<file path="src/rtl/demux41_pkg.sv">
// Shared types and channel constants for the demux41 TDM receive path.
package demux41_pkg;

  typedef enum logic {
    HUNT    = 1'b0,
    COLLECT = 1'b1
  } state_t;

  localparam int NUM_CH = 4;

  localparam logic [1:0] CH_A = 2'd0;
  localparam logic [1:0] CH_B = 2'd1;
  localparam logic [1:0] CH_C = 2'd2;
  localparam logic [1:0] CH_D = 2'd3;

endpackage

</file>
<file path="src/rtl/demux41_lane_reg.sv">
// WIDTH-bit lane register with asynchronous active-low reset and load enable.
module demux41_lane_reg #(
  parameter int WIDTH = 4
) (
  input  logic             clk,
  input  logic             rst_n,
  input  logic             load,
  input  logic [WIDTH-1:0] d,
  output logic [WIDTH-1:0] q
);

  // Hold value unless loaded.
  always_ff @(posedge clk or negedge rst_n) begin
    if (!rst_n) begin
      q <= {WIDTH{1'b0}};
    end else if (load) begin
      q <= d;
    end else begin
      q <= q;
    end
  end

endmodule

</file>
<file path="src/rtl/demux41_tdm.sv">
// Registered 1:4 TDM demultiplexer reassembling sel-tagged beats into a..d frames.
// Define DEMUX41_SEQ_CHECK_EN for HUNT/COLLECT sequencing with seq_err reporting.
module demux41_tdm
  import demux41_pkg::*;
#(
  parameter int WIDTH = 4
) (
  input  logic             clk,
  input  logic             rst_n,
  input  logic             in_valid,
  output logic             in_ready,
  input  logic [WIDTH-1:0] in_data,
  input  logic [1:0]       in_sel,
  output logic [WIDTH-1:0] a,
  output logic [WIDTH-1:0] b,
  output logic [WIDTH-1:0] c,
  output logic [WIDTH-1:0] d,
  output logic             frame_valid,
  input  logic             frame_ready,
  output logic             seq_err
);

  logic              accept_s;
  logic [NUM_CH-1:0] stage_we_s;
  logic              frame_load_s;
  logic              seq_err_s;
  logic [WIDTH-1:0]  stage_r  [NUM_CH];
  logic [WIDTH-1:0]  merged_s [NUM_CH];
  logic [WIDTH-1:0]  lane_r   [NUM_CH];
  logic              frame_valid_r;
  logic              seq_err_r;

  assign accept_s = in_valid & in_ready;

`ifdef DEMUX41_SEQ_CHECK_EN
  state_t     state_r;
  state_t     state_nxt_s;
  logic [1:0] exp_ch_r;
  logic [1:0] exp_ch_nxt_s;

  // Only the frame-completing beat stalls while the held frame is unconsumed.
  assign in_ready = ~((state_r == COLLECT) && (exp_ch_r == CH_D) && frame_valid_r && !frame_ready);

  // Sequencing decisions for the accepted beat.
  always_comb begin
    state_nxt_s  = state_r;
    exp_ch_nxt_s = exp_ch_r;
    stage_we_s   = {NUM_CH{1'b0}};
    frame_load_s = 1'b0;
    seq_err_s    = 1'b0;
    if (accept_s) begin
      case (state_r)
        HUNT: begin
          if (in_sel == CH_A) begin
            stage_we_s[CH_A] = 1'b1;
            exp_ch_nxt_s     = CH_B;
            state_nxt_s      = COLLECT;
          end else begin
            state_nxt_s = HUNT;
          end
        end
        COLLECT: begin
          if (in_sel == exp_ch_r) begin
            stage_we_s[in_sel] = 1'b1;
            if (exp_ch_r == CH_D) begin
              frame_load_s = 1'b1;
              exp_ch_nxt_s = CH_A;
              state_nxt_s  = HUNT;
            end else begin
              exp_ch_nxt_s = exp_ch_r + 2'd1;
            end
          end else begin
            seq_err_s = 1'b1;
            // A stray sel 0 is treated as the start of a fresh frame.
            if (in_sel == CH_A) begin
              stage_we_s[CH_A] = 1'b1;
              exp_ch_nxt_s     = CH_B;
            end else begin
              exp_ch_nxt_s = CH_A;
              state_nxt_s  = HUNT;
            end
          end
        end
        default: begin
          exp_ch_nxt_s = CH_A;
          state_nxt_s  = HUNT;
        end
      endcase
    end else begin
      state_nxt_s = state_r;
    end
  end

  // Sequencer state registers.
  always_ff @(posedge clk or negedge rst_n) begin
    if (!rst_n) begin
      state_r  <= HUNT;
      exp_ch_r <= 2'd0;
    end else begin
      state_r  <= state_nxt_s;
      exp_ch_r <= exp_ch_nxt_s;
    end
  end
`else
  assign in_ready = ~((in_sel == CH_D) && frame_valid_r && !frame_ready);

  // Unchecked mode: sel addresses staging directly, sel 3 completes the frame.
  always_comb begin
    stage_we_s   = {NUM_CH{1'b0}};
    frame_load_s = 1'b0;
    seq_err_s    = 1'b0;
    if (accept_s) begin
      stage_we_s[in_sel] = 1'b1;
      frame_load_s       = (in_sel == CH_D);
    end else begin
      frame_load_s = 1'b0;
    end
  end
`endif

  // Frame lanes take staging with the current beat merged in.
  always_comb begin
    for (int i = 0; i < NUM_CH; i++) begin
      merged_s[i] = stage_we_s[i] ? in_data : stage_r[i];
    end
  end

  for (genvar g = 0; g < NUM_CH; g++) begin : g_lane
    demux41_lane_reg #(.WIDTH(WIDTH)) u_stage (
      .clk   (clk),
      .rst_n (rst_n),
      .load  (stage_we_s[g]),
      .d     (in_data),
      .q     (stage_r[g])
    );
    demux41_lane_reg #(.WIDTH(WIDTH)) u_out (
      .clk   (clk),
      .rst_n (rst_n),
      .load  (frame_load_s),
      .d     (merged_s[g]),
      .q     (lane_r[g])
    );
  end

  // A new frame load wins over consumption of the held one.
  always_ff @(posedge clk or negedge rst_n) begin
    if (!rst_n) begin
      frame_valid_r <= 1'b0;
      seq_err_r     <= 1'b0;
    end else begin
      seq_err_r <= seq_err_s;
      if (frame_load_s) begin
        frame_valid_r <= 1'b1;
      end else if (frame_valid_r && frame_ready) begin
        frame_valid_r <= 1'b0;
      end else begin
        frame_valid_r <= frame_valid_r;
      end
    end
  end

  assign a           = lane_r[CH_A];
  assign b           = lane_r[CH_B];
  assign c           = lane_r[CH_C];
  assign d           = lane_r[CH_D];
  assign frame_valid = frame_valid_r;
  assign seq_err     = seq_err_r;

endmodule

</file>
<file path="config.mk">
export PLATFORM = sky130hd
export DESIGN_NAME = demux41_tdm
export DESIGN_NICKNAME = d
export VERILOG_FILES = /design/src/rtl/demux41_pkg.sv /design/src/rtl/demux41_lane_reg.sv /design/src/rtl/demux41_tdm.sv
export SDC_FILE = /design/constraint.sdc
export NUM_CORES = 1
export LEC_CHECK = 0
export BUFFER_PORTS_ARGS = -buffer_cell sky130_fd_sc_hd__buf_2
export CORE_MARGIN = 8
export CORE_UTILIZATION = 30
export DETAILED_ROUTE_END_ITERATION = 7
export HOLD_SLACK_MARGIN = 0.12
export SYNTH_ARGS = -nofsm -noshare
export SYNTH_HDL_FRONTEND = slang
export SYNTH_SLANG_ARGS = --single-unit
</file>
<file path="constraint.sdc">
create_clock -name clk -period 1.6 [get_ports clk]
set_clock_uncertainty 0.2 [all_clocks]
set_input_delay 0.08 -clock clk [delete_from_list [all_inputs] [get_ports clk]]
set_output_delay 0.08 -clock clk [all_outputs]
set_load 0.02 [all_outputs]
</file>
==> flow_summary.toml <==
[routing]
drt-wirelength-per-cell_um = 13.4
vias_per_cell = 4.65
drc = 0
dr.pass1.iters = 5
wl_mm = 2.64
vias = 917
initialDrtViolationCount = 78
ant_nets = 0

[global_route]
grt_pass1_vias = 916
antenna_found_initial = 0
track_usage_pct = 8.95
grt_max_degree = 30
grt_pass1_wl_mm = 4.37
grt-ovfl-total = 0

[sta]
setup_violations = 0
rsz0062_at_grt = "false"
clock.fmax_ghz = 0.651
min_period_ns = 1.54
worstMarginPinSlew_ns = 0.667
period_share_pct = 96.1
slew_viol_final = 0
setup_tns_ns = 0
setup_slack_ns = 0.0628
hold_viol = 0
relSlewSlack_pct = 55.6

[placed_design]
portBuffers = 27
gp_congestion = 0.734
dp_worst_setup_slack_ns = 0.139
dpl.hpwl_mm = 1.78
placed_area_um2 = 1380

[clock_network]
clk_pin_slew_worst_paths_ns = 0.06
cts_max_level = 2
cts_buffers = 5
clkLatencyLatePin_ns = 0.28
cts_tree = "yes"
cts-root-buf = "clkbuf_8"
cts_buffer_depth = 2
cts.sinks = 29

[yosys]
synth-main-ff-cell = "dfrtp_1"
synth_area_um2 = 1180
syn_inst = 105
synth-edff-count = 0
ys_types = 18
synth_top_area_share_pct = 61.2
async_flop_share_pct = 100
synth_warnings = 0
ys_ff_latch = 29
synth_area_per_cell_um2 = 11.3
yosysSeqAreaShare_pct = 61.2
synth.most_common_cell = "dfrtp_1"
yosysTopAreaCell = "dfrtp_1"
synthesis.nets = 115
synth_commonest_cells = "29 x dfrtp_1, 24 x o21ai_0, 12 x nand2_1, 8 x inv_1, 8 x o31ai_1"
ys_top_cells_by_area = "dfrtp_1 61%, o21ai_0 10%, o31ai_1 5.1%"

[pwr]
p_per_area_nw_per_um2 = 1390
power.leakage_nw = 0.776
total_power_w = 0.00229
ir_drop_uv = 660

[finish]
nets = 156
diodes = 0
syn_to_final_growth_pct = 38.8
fin_area_um2 = 1640
final_core_util_pct = 42.0
drive_above_1_share_pct = 32.7
n_fill_cell = 397

[setup_path]
crit_type = "in -> out"
crit_path_start_kind = "primary input"
cp.required_ns = 1.32
cp-end-kind = "output pin"
arrival_ns = 1.26
r2r_slack_ns = 0.12
worstReg2RegEnd = "g_lane[0].u_out.q[1]"
reg2reg_depth = 4
crit_path_max_fanout = 14
rr_startpoint = "frame_valid"

[die]
num_rows = 23
die_area_um2 = 6220
start_util_pct = 30.3
die_w_um = 78.8
fp.dieH_um = 78.8
coreArea_um2 = 3910
boundaryPins = 29

[min_path]
hold_class = "in -> async"

[status]
status = "finished, final reports clean"

[job]
cap_violations = 0
[how the worst max path moves through the flow]
| stage | slack (ns) | cells after the start | end | startpoint |
|---|---|---|---|---|
| 2_1_floorplan | 0.09 | 4 | g_lane[3].u_out.q[0] | frame_valid |
| 3_3_place_gp | 0.15 | 4 | g_lane[3].u_out.q[2] | frame_valid |
| 3_5_place_dp | 0.14 | 4 | g_lane[3].u_out.q[2] | frame_valid |
| 4_1_cts | 0.01 | 6 | in_ready | frame_ready |
| 5_1_grt | 0.01 | 4 | g_lane[0].u_out.q[3] | frame_valid |
| 6_report | 0.06 | 6 | in_ready | frame_ready |
[flip-flops by register name, summed over array words and instances, names as in the netlist]
signal / flops
g_lane.u_out.q: 16
frame_valid: 1
g_lane.u_stage.q: 12
[cell usage in the layout, fill, tap and decap left out]
master	netlist	final
o31ai_1	8	8
dfrtp_1	29	29
o21ai_0	24	24
clkinv_2	0	1
buf_12	0	1
clkbuf_8	0	5
nor3b_2	1	1
nor2_8	1	1
nand3b_1	2	2
mux2_2	4	4
inv_1	8	8
buf_2	3	27
bufinv_16	0	2
clkbuf_16	0	1
o41ai_1	4	4
nand2b_1	1	1
nor2b_4	0	1
conb_1	1	1
nand3_4	1	1
nand2_1	12	12
dlygate4sd3_1	0	9
nand3_1	1	1
buf_4	2	3
[logic make-up (layout without fill, tap and decap cells)]
| kind of cell | Yosys count | count (layout) | synth area share (%) |
|---|---|---|---|
| other cells | 1 | 1 | 0.316 |
| flops | 29 | 29 | 61.2 |
| simple gates | 20 | 20 | 10.8 |
| buf+inv | 15 | 57 | 5.70 |
| mux | 4 | 4 | 3.80 |
| compound gates | 36 | 36 | 18.2 |
[repair_timing]
action	4_1_cts	5_1_grt
gates resized for setup	0	1
hold buffers	9	0
endpoints found under the setup margin	0	1
endpoints found under the hold margin	50	0
setup buffers	0	1
[layout make-up]
type | count | area [um2] | share of cell area [%]
Sequential cell | 29 | 726 | 44.1
Multi-Input combinational cell | 61 | 399 | 24.3
Timing Repair Buffer | 41 | 293 | 17.8
Clock buffer | 5 | 68.8 | 4.19
Clock inverter | 3 | 65.1 | 3.96
Tap cell | 50 | 62.6 | 3.81
Inverter | 8 | 30.0 | 1.83
[worst max-delay path, stage by stage]
cell	delay, ns
dlygate4sd3_1	0.53
buf_2	0.13
nor2b_4	0.13
buf_12	0.15
nand3_1	0.07
buf_2	0.16
[power breakdown]
group | total (W) | internal (W) | switching (W)
clock | 0.000896 | 0.000618 | 0.000278
combinational | 0.000464 | 0.000176 | 0.000288
sequential | 0.000925 | 0.000871 | 0.0000538
[per-layer routing]
| metal | up-vias | global-route usage (%) | wire [um] | share of wire, % |
|---|---|---|---|---|
| li1 | 448 | - | - | - |
| met1 | 435 | 11.0 | 1220 | 46 |
| met2 | 27 | 12.6 | 1150 | 44 |
| met3 | 7 | 4.29 | 209 | 7.9 |
| met4 | 0 | 5.00 | 55 | 2.1 |
| met5 | - | 0 | 0 | 0 |
[per-stage QoR]
stage,cells,hold WS [ns]
floorplan,105,-0.416
global placement,178,-0.0757
detailed placement,178,-0.0619
CTS,195,0.171
global route,197,0.236
finish,197,0.170
Note: power is estimated with default switching activity, not from simulation.
